<file path="config.mk">
export PLATFORM = sky130hd
export DESIGN_NAME = param_updown_counter
export DESIGN_NICKNAME = d
export VERILOG_FILES = /design/src/rtl/param_updown_counter.sv
export SDC_FILE = /design/constraint.sdc
export NUM_CORES = 1
export LEC_CHECK = 0
export CORE_AREA = 2 2 39 41
export DETAILED_ROUTE_END_ITERATION = 12
export DIE_AREA = 0 0 41 43
export SLEW_MARGIN = 10
export SYNTH_ARGS = -nofsm -noshare
export SYNTH_HDL_FRONTEND = slang
export SYNTH_SLANG_ARGS = --single-unit
</file>
<file path="constraint.sdc">
create_clock -name CLK -period 1.9 [get_ports CLK]
set_input_delay 0.38 -clock CLK [delete_from_list [all_inputs] [get_ports CLK]]
set_output_delay 0.38 -clock CLK [all_outputs]
set_load 0.02 [all_outputs]
</file>
<file path="src/rtl/param_updown_counter.sv">
// param_updown_counter: parametrised synchronous up/down modulo counter with
// clear, parallel load, dual enable (ENT/ENP), combinational ripple carry
// and a registered wrap pulse.
// Optional feature macro: PARAM_UPDOWN_COUNTER_SAT_EN -- when defined the
// counter saturates at the terminal state instead of wrapping.
module param_updown_counter #(
    parameter int unsigned     WIDTH   = 4,
    parameter longint unsigned MODULUS = 16
) (
    input  logic             CLK,
    input  logic             RST,
    input  logic             CLR_L,
    input  logic             LD_L,
    input  logic             ENT,
    input  logic             ENP,
    input  logic             UP,
    input  logic [WIDTH-1:0] D,
    output logic [WIDTH-1:0] Q,
    output logic             RCO,
    output logic             WRAP
);

    // Largest legal count value; loads above it are clamped here.
    localparam logic [WIDTH-1:0] Q_MAX = WIDTH'(MODULUS - 64'd1);

    logic             at_top;
    logic             at_bottom;
    logic             at_term;
    logic             count_en;
    logic             d_in_range;
    logic [WIDTH-1:0] q_next;
    logic             wrap_next;

    // Terminal-state decode for the current direction.
    always_comb begin
        at_top     = (Q == Q_MAX);
        at_bottom  = (Q == '0);
        at_term    = UP ? at_top : at_bottom;
        count_en   = ENT & ENP;
        d_in_range = (64'(D) < MODULUS);
    end

    // Ripple carry follows Q, ENT and UP within the same cycle.
    assign RCO = ENT & at_term;

    // Next-state selection in priority order: clear, load, count, hold.
    always_comb begin
        q_next    = Q;
        wrap_next = 1'b0;
        if (!CLR_L) begin
            q_next = '0;
        end else if (!LD_L) begin
            q_next = d_in_range ? D : Q_MAX;
        end else if (count_en) begin
            if (at_term) begin
`ifdef PARAM_UPDOWN_COUNTER_SAT_EN
                q_next    = Q;
                wrap_next = 1'b0;
`else
                q_next    = UP ? '0 : Q_MAX;
                wrap_next = 1'b1;
`endif
            end else begin
                q_next = UP ? (Q + WIDTH'(1)) : (Q - WIDTH'(1));
            end
        end
    end

    // Count and wrap registers with synchronous reset.
    always_ff @(posedge CLK) begin
        if (RST) begin
            Q    <= '0;
            WRAP <= 1'b0;
        end else begin
            Q    <= q_next;
            WRAP <= wrap_next;
        end
    end

endmodule

</file>
==> metrics list, run 1 <==
- The run finished with clean final reports.
- Required time of the worst setup path: 1.52 ns
- Stages on the worst setup path: 5
* DPL Wire Length: 812 µm
* Largest clock skew in the final design: 0.00257 ns
* Syn Std Cell Area: 397 µm²
* Total setup violations reported at the end of the flow: 0
- Standby leakage power: 0.297 nW
- Kind of critical path: register to output port
* WL/cell: between 10 and 15 µm
* Worst-case headroom to the max-slew limit: approximately four fifths
- On the worst path, the slowest cell contributes a delay of around 0.55 ns.
* End of the worst register-to-register path: Q[3]$_SDFFE_PP0P_
- Net switching power: 0.000107 W
- R2R Setup Slk: roughly 0.34 ns
- For this run the aggregate overflow at the end of global routing stands at 0.
- Max stage delay cell, worst path: or4_4
- The die is 41 µm wide.
* First-pass iteration count of the detailed router: 4
- For this block, the routed nets add up to 1.02 mm of wire.
- Ports placed on the boundary: 17
* Number of nets produced by synthesis: 61
- The die covers 0.00176 mm².
* Antenna Diode Count: 0
- Setup repair after global routing missed its margin: true
- Across the VDD grid, the largest voltage drop is 0.000212 V.
- Bufs and invs on worst path: 2
- Ratio of cells with drive above 1 in the final layout: 26.7%
* Number of antenna violations at the first check in global routing: 0
- Following the worst setup path forward leads to its endpoint at RCO.
* Largest area contributor in the synthesized netlist: dfxtp_1
- Final hold violation count: 0
* Commonest non-fill, non-tap cell in the layout: clkdlybuf4s50_1
* Setup bufs post-CTS: 0
- Number of inserted filler cells in the final layout: 146
- Max Root-Sink Buffers: 2
- Type of the most critical hold path: register to register
- In the routed layout, each cell is associated on average with a via count of 4.65.
- Filler-free cell count of the finished design: a little over 90
- Global-route wire length before repair: roughly 1.7 mm
* Tmin final: ~1.9 ns
- Per report_power, the sequential group accounts for between 30% and 40% of the total.
- Dividing the final minimum period by the clock period gives between 90% and 100%.
- Crit Path Max Fanout: 2
* Max-slew violation total from the final report: 0
* Kind of launch point of the worst setup path: register
- Aggregate negative setup slack: 0 ns
- Traced cell by cell, the critical path runs through or4_4 -> nor2_4 -> o21ai_2 -> inv_1 -> buf_6.
- The via count of the first global-routing pass was 410.
- Tracing the worst setup path back leads to its startpoint at Q[0]$_SDFFE_PP0P_.
- Power per unit of standard cell area: 543 mW/mm²
- The number of cells on the worst reg-to-reg path is 6.
- For this design, the CTS-stage hold fixing added 0 buffers.
- Post-Syn Instances: 47
- Gate family responsible for the most delay along the worst path: simple AND/OR/NAND/NOR gates
- Initial Utilization: 28.7%
- Max-capacitance violation count: 0
* Register bit count reported by yosys: 5
- Final GP Congestion: 0.695
- The library cells used most frequently in the layout, excluding fill and tap cells, are clkdlybuf4s50_1, buf_4, nor2_1, dfxtp_1.
- Summed over its instances, the top area cell type makes up 25.2% of the synthesized netlist area.
- Register area share after synthesis: between 20 and 30%
- After detailed routing, the number of remaining DRC violations is 0.
- Clock slew at reported path FFs: 0.05 ns
- The final route contains approximately 420 vias.
* Power share of the clock group: 34.7%
- Clk Tree Root Cell: clkbuf_4
- For this run, the top clock speed supported by timing is between 500 and 600 MHz.
* Total number of clock tree sinks: 5
* Number of nets with antenna violations after detailed routing: 0
- Height of the chip: 43 µm
- Core outline area: 0.00138 mm²
* Port Buf Inserts: 16
- Internal power consumption: 0.000259 W
- Post-synthesis average cell area: 8.44 µm²
- Entering global routing, the biggest net connects 9 pins.
* Area added between synthesis and finish: 70.3%
* Number of DRC markers after the initial detailed-route iteration: 6
- The worst setup path is captured at an output port.
* Source of the worst register-to-register timing path: Q[1]$_SDFFE_PP0P_
* Measured slew at the worst slew-check pin: 0.321 ns
- During synthesis, Yosys emitted a total of 0 warnings.
* Number of placed cells counting well taps: 87
- The net count of the finished layout is 90.
- The initialized floorplan defines 14 standard-cell rows.
- Clock tree from TritonCTS: built
* Arrival time reported for the critical path endpoint: roughly 1.5 ns
- For the worst-skew pair, the clock arrives at the later sink with an insertion delay of 0.24 ns.
* Total clock buffers created by CTS: 3
- Of the total power, the share spent switching nets is 29.3%.
* Comb power frac: between 30% and 40%
* CTS H-Tree Depth: 1
- Synth area leaders: dfxtp_1, a2111oi_2, nor2_1
- Gr usage total: 14.4%
- Yosys cell types: 25
-- sequential cells by signal (all words and copies together), names as in the netlist --
name and flops:
Q 4, WRAP 1
-- what timing repair did --
action | in CTS | in global routing
endpoints found under the setup margin | 2 | 1
gates resized for setup | 6 | 3
pin swaps | 1 | 3
-- Yosys cell counts --
master     n
dfxtp_1    5
clkbuf_1   2
inv_1      3
or4_4      1
a211oi_1   3
and3_1     2
nand2_1    2
xor2_1     2
and2_1     1
nand3_1    1
o21ai_0    1
ha_1       2
a21oi_1    1
nor3b_1    1
a21o_1     1
o21ai_1    2
xnor2_1    2
o41ai_1    1
a2111oi_2  2
nor2_4     1
nor2_1     7
fa_1       1
mux2i_1    1
nor3_1     1
nand2b_1   1
-- area by class of cell --
type / instances / area [µm²] / share of cell area [%]
multi-input combinational: 37 / 282 / 41.7
timing repair buffer: 26 / 235 / 34.8
sequential: 5 / 101 / 15.0
clock buffer: 4 / 26.3 / 3.89
tap: 16 / 20.0 / 2.96
inverter: 3 / 11.3 / 1.67
-- worst min-delay path by stage --
stage | start | endpoint | cells past startpoint
floorplan | ENP | WRAP$_SDFF_PP0_ | 2
global placement | Q[2]$_SDFFE_PP0P_ | Q[2]$_SDFFE_PP0P_ | 3
detailed placement | Q[2]$_SDFFE_PP0P_ | Q[2]$_SDFFE_PP0P_ | 3
CTS | Q[2]$_SDFFE_PP0P_ | Q[2]$_SDFFE_PP0P_ | 3
global route | Q[0]$_SDFFE_PP0P_ | Q[0]$_SDFFE_PP0P_ | 3
finish | Q[0]$_SDFFE_PP0P_ | Q[0]$_SDFFE_PP0P_ | 3
-- cells by family (layout without fill, tap and decap cells) --
| logic type | after synthesis | count (layout) | share of synthesized area [%] |
|---|---|---|---|
| simple gates | 18 | 18 | 24.9 |
| compound gates | 11 | 11 | 22.4 |
| flops | 5 | 5 | 25.2 |
| buf+inv | 5 | 33 | 4.73 |
| xor+xnor | 4 | 4 | 8.83 |
| fa+ha+maj | 3 | 3 | 11.4 |
| mux | 1 | 1 | 2.52 |
-- tightest hold or removal path, stage by stage (launching register included) --
cell,delay (ns)
dfxtp_2,0.33
buf_4,0.14
xnor2_1,0.12
a211oi_1,0.07
-- power groups by stage --
stage | clock network, W | logic, W | registers, W
after floorplan | 0 | 0.0000516 | 0.000127
after global placement | 0 | 0.000123 | 0.000116
after detailed placement | 0 | 0.000125 | 0.000116
after CTS | 0.000134 | 0.000125 | 0.000113
after global routing | 0.000140 | 0.000139 | 0.000114
final | 0.000127 | 0.000126 | 0.000114
-- stage by stage --
| step | area, µm² | power [W] | hold slack, ns | worst slack, ns | util [%] |
|---|---|---|---|---|---|
| floorplan | 397 | 0.000179 | 0.507 | 0.190 | - |
| global placement | 644 | 0.000239 | 0.705 | -0.552 | 46.6 |
| detailed placement | 644 | 0.000240 | 0.698 | -0.574 | 46.6 |
| CTS | 667 | 0.000372 | 0.706 | 0.00994 | 48.2 |
| global route | 676 | 0.000393 | 0.731 | -0.0129 | 48.8 |
| finish | 676 | 0.000367 | 0.695 | 0.0400 | 48.8 |
-- metal layers --
| metal | track usage (%) | part of all wire, % |
|---|---|---|
| met1 | 18.6 | 45 |
| met2 | 21.9 | 46 |
| met3 | 1.57 | 7.5 |
| met4 | 8.00 | 1.6 |
| met5 | 0 | 0 |
Note: power is estimated with default switching activity, not from simulation.
==> run 2: changes to the inputs <==
SETUP_SLACK_MARGIN = 0.2   (was default)
==> run 2 against run 1 <==
  * Combinational power is essentially flat
  * Worst setup slack improved by 0.040 ns
  * Critical path depth stayed put
  * Register-to-register slack worse by 0.05 ns
  * Wire length decreased by 4.4%
  * Fmax increased by 2.2%
  * Hold slack worse by 0.039 ns
  * First-iteration DRC count decreased by 100%
  * Cell count is the same
  * Critical path type unchanged
  * Largest cell class unchanged
  * Largest power group unchanged
==> metrics list, run 2 (synthesized netlist as in run 1, its figures left out) <==
- Area added between synthesis and finish: 71.0%
- Met2 WL: 424 µm (-9.4%)
* Final wirelength: 979 µm (-4.4%)
- Total power of the final layout: 0.000374 W (+1.9%)
- The number of placed I/O pins was 17 (unchanged).
- Clk Tree Root Cell: clkbuf_4
* Most used cells in the layout excluding fill and tap cells: clkdlybuf4s50_1, buf_4, nor2_1, dfxtp_1
* Initial Utilization: 28.7% (unchanged)
- Total setup violations reported at the end of the flow: 0 (unchanged)
* Setup repair after global routing missed its margin: true
- The critical path starts at Q[1]$_SDFFE_PP0P_.
* Fraction of the cycle the final worst path needs: 95.8% (-2.1 points)
- Largest registers: Q x4, WRAP x1
- Number of antenna violations at the first check in global routing: 0 (unchanged)
* Tmin final: 1.82 ns (-0.0405 ns)
- Routed via count divided by cell count: 4.69 (+0.95%)
- Number of rows in the core area: 14 (unchanged)
- The via count of the first global-routing pass came to 411 (+0.24%).
* Maximum vdd drop: 0.000178 V (-16%)
- Type of destination of the critical path: output port
* Type of the most critical hold path: input port to register
- Global-route wire length before repair: 1.62 mm (-6.4%)
* Overall via count from detail_route: 427 (+0.95%)
- Maximum clock frequency: 550 MHz (+2.2%)
- First-pass iteration count of the detailed router: 1 (-3)
- Commonest non-fill, non-tap cell in the layout: clkdlybuf4s50_1
* Max-capacitance violation count: 0 (unchanged)
* Core outline area: 0.00138 mm² (unchanged)
- The number of diodes added for antenna fixing was 0 (unchanged).
* Ratio of cells with drive above 1 in the final layout: 32.0% (+5.3 points)
- The clock transition at the registers of the reported paths was 0.05 ns (about the same).
* Overall die width: 41 µm (unchanged)
* WL/cell: 10.8 µm (-4.4%)
* Count of hold-fix buffers inserted at cts: 0 (unchanged)
* Number of DRC markers after the initial detailed-route iteration: 0 (-6)
* Port Buf Inserts: 16 (unchanged)
- Kind of critical path: register to output port
* Most flop-heavy register: Q
- The pin count of the biggest net entering global routing was 9 (unchanged).
- The number of clock sinks came to 5 (unchanged).
* Power per unit of standard cell area: 551 mW/mm² (+1.6%)
- The number of buffers added by the clock tree synthesis step was 3 (unchanged).
* Kind of launch point of the worst setup path: register
- Gr usage total: 13.5% (-0.82 points)
- The core utilization of the finished layout came to 49.0% (+0.18 points).
- Final #Nets: 90 (unchanged)
* Total Die Area: 0.00176 mm² (unchanged)
- DPL Wire Length: 766 µm (-5.7%)
- TritonCTS built the clock tree.
- Length of routed wiring on met1: 473 µm (+2.4%)
- The maximum level of the CTS H-tree came to 1 (unchanged).
* Standby leakage power: 0.324 nW (+8.9%)
* Worst-case headroom to the max-slew limit: 80.0% (+1.4 points)
- In this run the critical register-to-register path is launched from Q[1]$_SDFFE_PP0P_.
* Max Root-Sink Buffers: 2 (unchanged)
- Number of nets with antenna violations after detailed routing: 0 (unchanged)
- The peak fanout along the critical path is 2 (unchanged).
- Max-slew violation total from the final report: 0 (unchanged)
- The floorplan die height is 43 µm (unchanged).
* Largest clock skew in the final design: 0.00285 ns (+0.000279 ns)
- The combined area of the multi-input logic cells was 285 µm² (+1.3%).
- Top metal layer carrying routed signals: met4
- The number of remaining DRC errors came to 0 (unchanged).
- The run finished with clean final reports.
* Register Area: 101 µm² (unchanged)
- The placer congestion estimate came to 0.741 (+6.6%).
- Residual overflow from global routing: 0 (unchanged)
* Hold Crit Start: UP
- Total met3 wirelength after detailed routing: 66 µm (-14%)
* Final hold violation count: 0 (unchanged)
* Measured slew at the worst slew-check pin: 0.299 ns (-0.0213 ns)
- Required time of the worst setup path: 1.52 ns (about the same)
* Clock latency reported for the late side of the worst-skew pair: 0.25 ns (about the same)
* Largest register FFs: 4 (unchanged)
- Number of inserted filler cells in the final layout: 149 (+2.1%)
* Arrival time reported for the critical path endpoint: 1.44 ns (-0.04 ns)
run 2: area by class of cell:
| class | count | share of cell area, % |
|---|---|---|
| Timing Repair Buffer | 26 | 34.5 |
| Multi-Input combinational cell | 37 | 42.1 |
| Tap cell | 16 | 2.95 |
| Clock buffer | 4 | 3.87 |
| Sequential cell | 5 | 14.9 |
| Inverter | 3 | 1.66 |
run 2: per-stage QoR:
stage               area [µm²]  setup WS, ns  hold WS, ns  TNS [ns]  instances
floorplan                  397         0.223        0.507         0         47
global placement           637        -0.558        0.704     -1.10         86
detailed placement         637        -0.570        0.711     -1.13         86
CTS                        666        0.0417        0.695         0         90
global route               678        0.0346        0.709         0         91
finish                     678        0.0804        0.656         0         91
run 2: path summary, 6_finish.rpt:
check                                         end  slack [ns]  cells past startpoint
worst min register to register  Q[0]$_SDFFE_PP0P_        0.69                      3
worst max-delay path                          RCO        0.08                      5
worst max register to register  Q[1]$_SDFFE_PP0P_        0.29                      6
worst min-delay path            Q[3]$_SDFFE_PP0P_        0.66                      5
run 2: power by group:
part           internal, W  switching (W)  total [W]  leakage (nW)
registers         0.000111     0.00000298   0.000114        0.0413
clock network    0.0000801      0.0000540   0.000134        0.0150
logic            0.0000681      0.0000581   0.000126         0.267
run 2: per-layer routing:
layer | global-route usage [%] | vias up
li1 | - | 222
met1 | 17.0 | 190
met2 | 19.7 | 13
met3 | 3.66 | 2
met4 | 8.00 | 0
met5 | 0 | -
run 2: timing repair:
item                                    4_1_cts  5_1_grt
resized for setup                            13        5
hold endpoints to repair                      0        0
pin swaps                                     3        5
setup buffers                                 0        1
endpoints found under the setup margin        7        3
run 2: worst max-delay path: stages (launching register included):
cell and delay (ns):
dfxtp_1 0.31, or4_4 0.55, nor2_4 0.11, o21ai_2 0.07, inv_2 0.05, buf_6 0.10
==> edit (config.mk and constraints of run 1) <==
Build with the macro `PARAM_UPDOWN_COUNTER_SAT_EN` defined.
--- a/src/rtl/param_updown_counter.sv
+++ b/src/rtl/param_updown_counter.sv
@@ -3,6 +3,8 @@
 // and a registered wrap pulse.
 // Optional feature macro: PARAM_UPDOWN_COUNTER_SAT_EN -- when defined the
 // counter saturates at the terminal state instead of wrapping.
+`define PARAM_UPDOWN_COUNTER_SAT_EN
+
 module param_updown_counter #(
     parameter int unsigned     WIDTH   = 4,
     parameter longint unsigned MODULUS = 16
Function: changed (a bounded check fails within 4 cycles, from zero or initial values).
==> edit against run 1 <==
- combinational power shrank 7%
- worst setup slack gained 0.00064 ns
- wire length shrank 0.39%
- power shrank 14%
- cell area shrank 4.8%
- sequential cell count shrank 1
- register-to-register slack lost 0.04 ns
- via count shrank 4.5%
- synthesized area shrank 5.0%
- die area is the same
- synthesized cell count shrank 13%
- largest power group is now combinational cells
==> edit: results <==
group,metric,value,unit
cells_and_area,fillers,144,
setup_path,crit_start,"Q[3]$_SDFFE_PP0P_",
cells_and_area,nMultiInputCombCells,34,
cells_and_area,num-nets-final,84,
cells_and_area,multi_input_area_share,0.444,
cells_and_area,area_share_clock_buf_inv,0.0350,
global_routing,grt_pass1_vias,371,
setup_path,rrSetupSlack,0.30,ns
setup_path,worstReg2RegEnd,"Q[0]$_SDFFE_PP0P_",
power_and_ir_drop,cellPowerDensity,491,nW/µm²
synth,yosys-top-cells-area,"dfxtp_1 (21%), o2bb2ai_4 (7.3%), ha_1 (6.6%)",
timing,fin_skew,0.00534,ns
clock_tree,clkSlewWorstSetupHoldPaths,0.03,ns
power_and_ir_drop,seqPwrFrac,0.292,
cells_and_area,drive_above_1_share,0.368,
synth,synth_compound_area_frac,0.316,
place,place_area,614,µm²
cells_and_area,signal_buffers,25,
cells_and_area,seq_area_frac,0.126,
synth,syn-num-nets,55,
synth,synth_seq_area_share,0.213,
place,port_buffers,15,
synth,synthAdderAreaFrac,0.120,
place,post-dp-hpwl,839,µm
cells_and_area,nFlopsAndLatches,4,
detailed_routing,vias,404,
cells_and_area,non_clock_buffer_area_share,0.352,
cells_and_area,n_all_inverters,2,
synth,synth-xor-area-share,0.0698,
cells_and_area,reg_top3,"Q: 4 flops",
global_routing,track_usage,0.135,
detailed_routing,drt_iter0_markers,12,
cells_and_area,syn_to_final_growth,70.8,%
outcome,outcome,"finished clean",
synth,ys_top_cells_by_count,"nand2_1 (5), dfxtp_1 (4), a31oi_1 (3)",
detailed_routing,wl_per_cell,12.1,µm
global_routing,grt_pass1_wl,1580,µm
place,place.gp.congestion,0.755,
power_and_ir_drop,pwr-share-comb,0.372,
cells_and_area,regArea,81.3,µm²
power_and_ir_drop,p_leak,0.287,nW
edit: metal layers:
layer | vias to the layer above | share of wire | wire, µm | GRT usage
met3 | 2 | 0.097 | 99 | 0.0524
met2 | 17 | 0.48 | 493 | 0.225
met4 | 0 | 0.0088 | 9 | 0.0400
met1 | 181 | 0.41 | 419 | 0.151
li1 | 204 | - | - | -
met5 | - | 0 | 0 | 0
edit: timing repair:
item                                   4_1_cts  5_1_grt
pin swaps                                    3        1
resized for setup                           10        1
endpoints found under the hold margin        0        0
gates cloned                                 0        0
setup endpoints to repair                    2        1
edit: stage by stage:
stage / hold WS, ns / TNS, ns / cells / worst slack [ns]
after global routing: 0.693 / 0 / 84 / 0.000450
final: 0.659 / 0 / 84 / 0.0406
after global placement: 0.654 / -1.20 / 81 / -0.598
after CTS: 0.664 / 0 / 84 / 0.0228
after floorplan: 0.480 / 0 / 41 / 0.0994
after detailed placement: 0.658 / -1.27 / 81 / -0.601
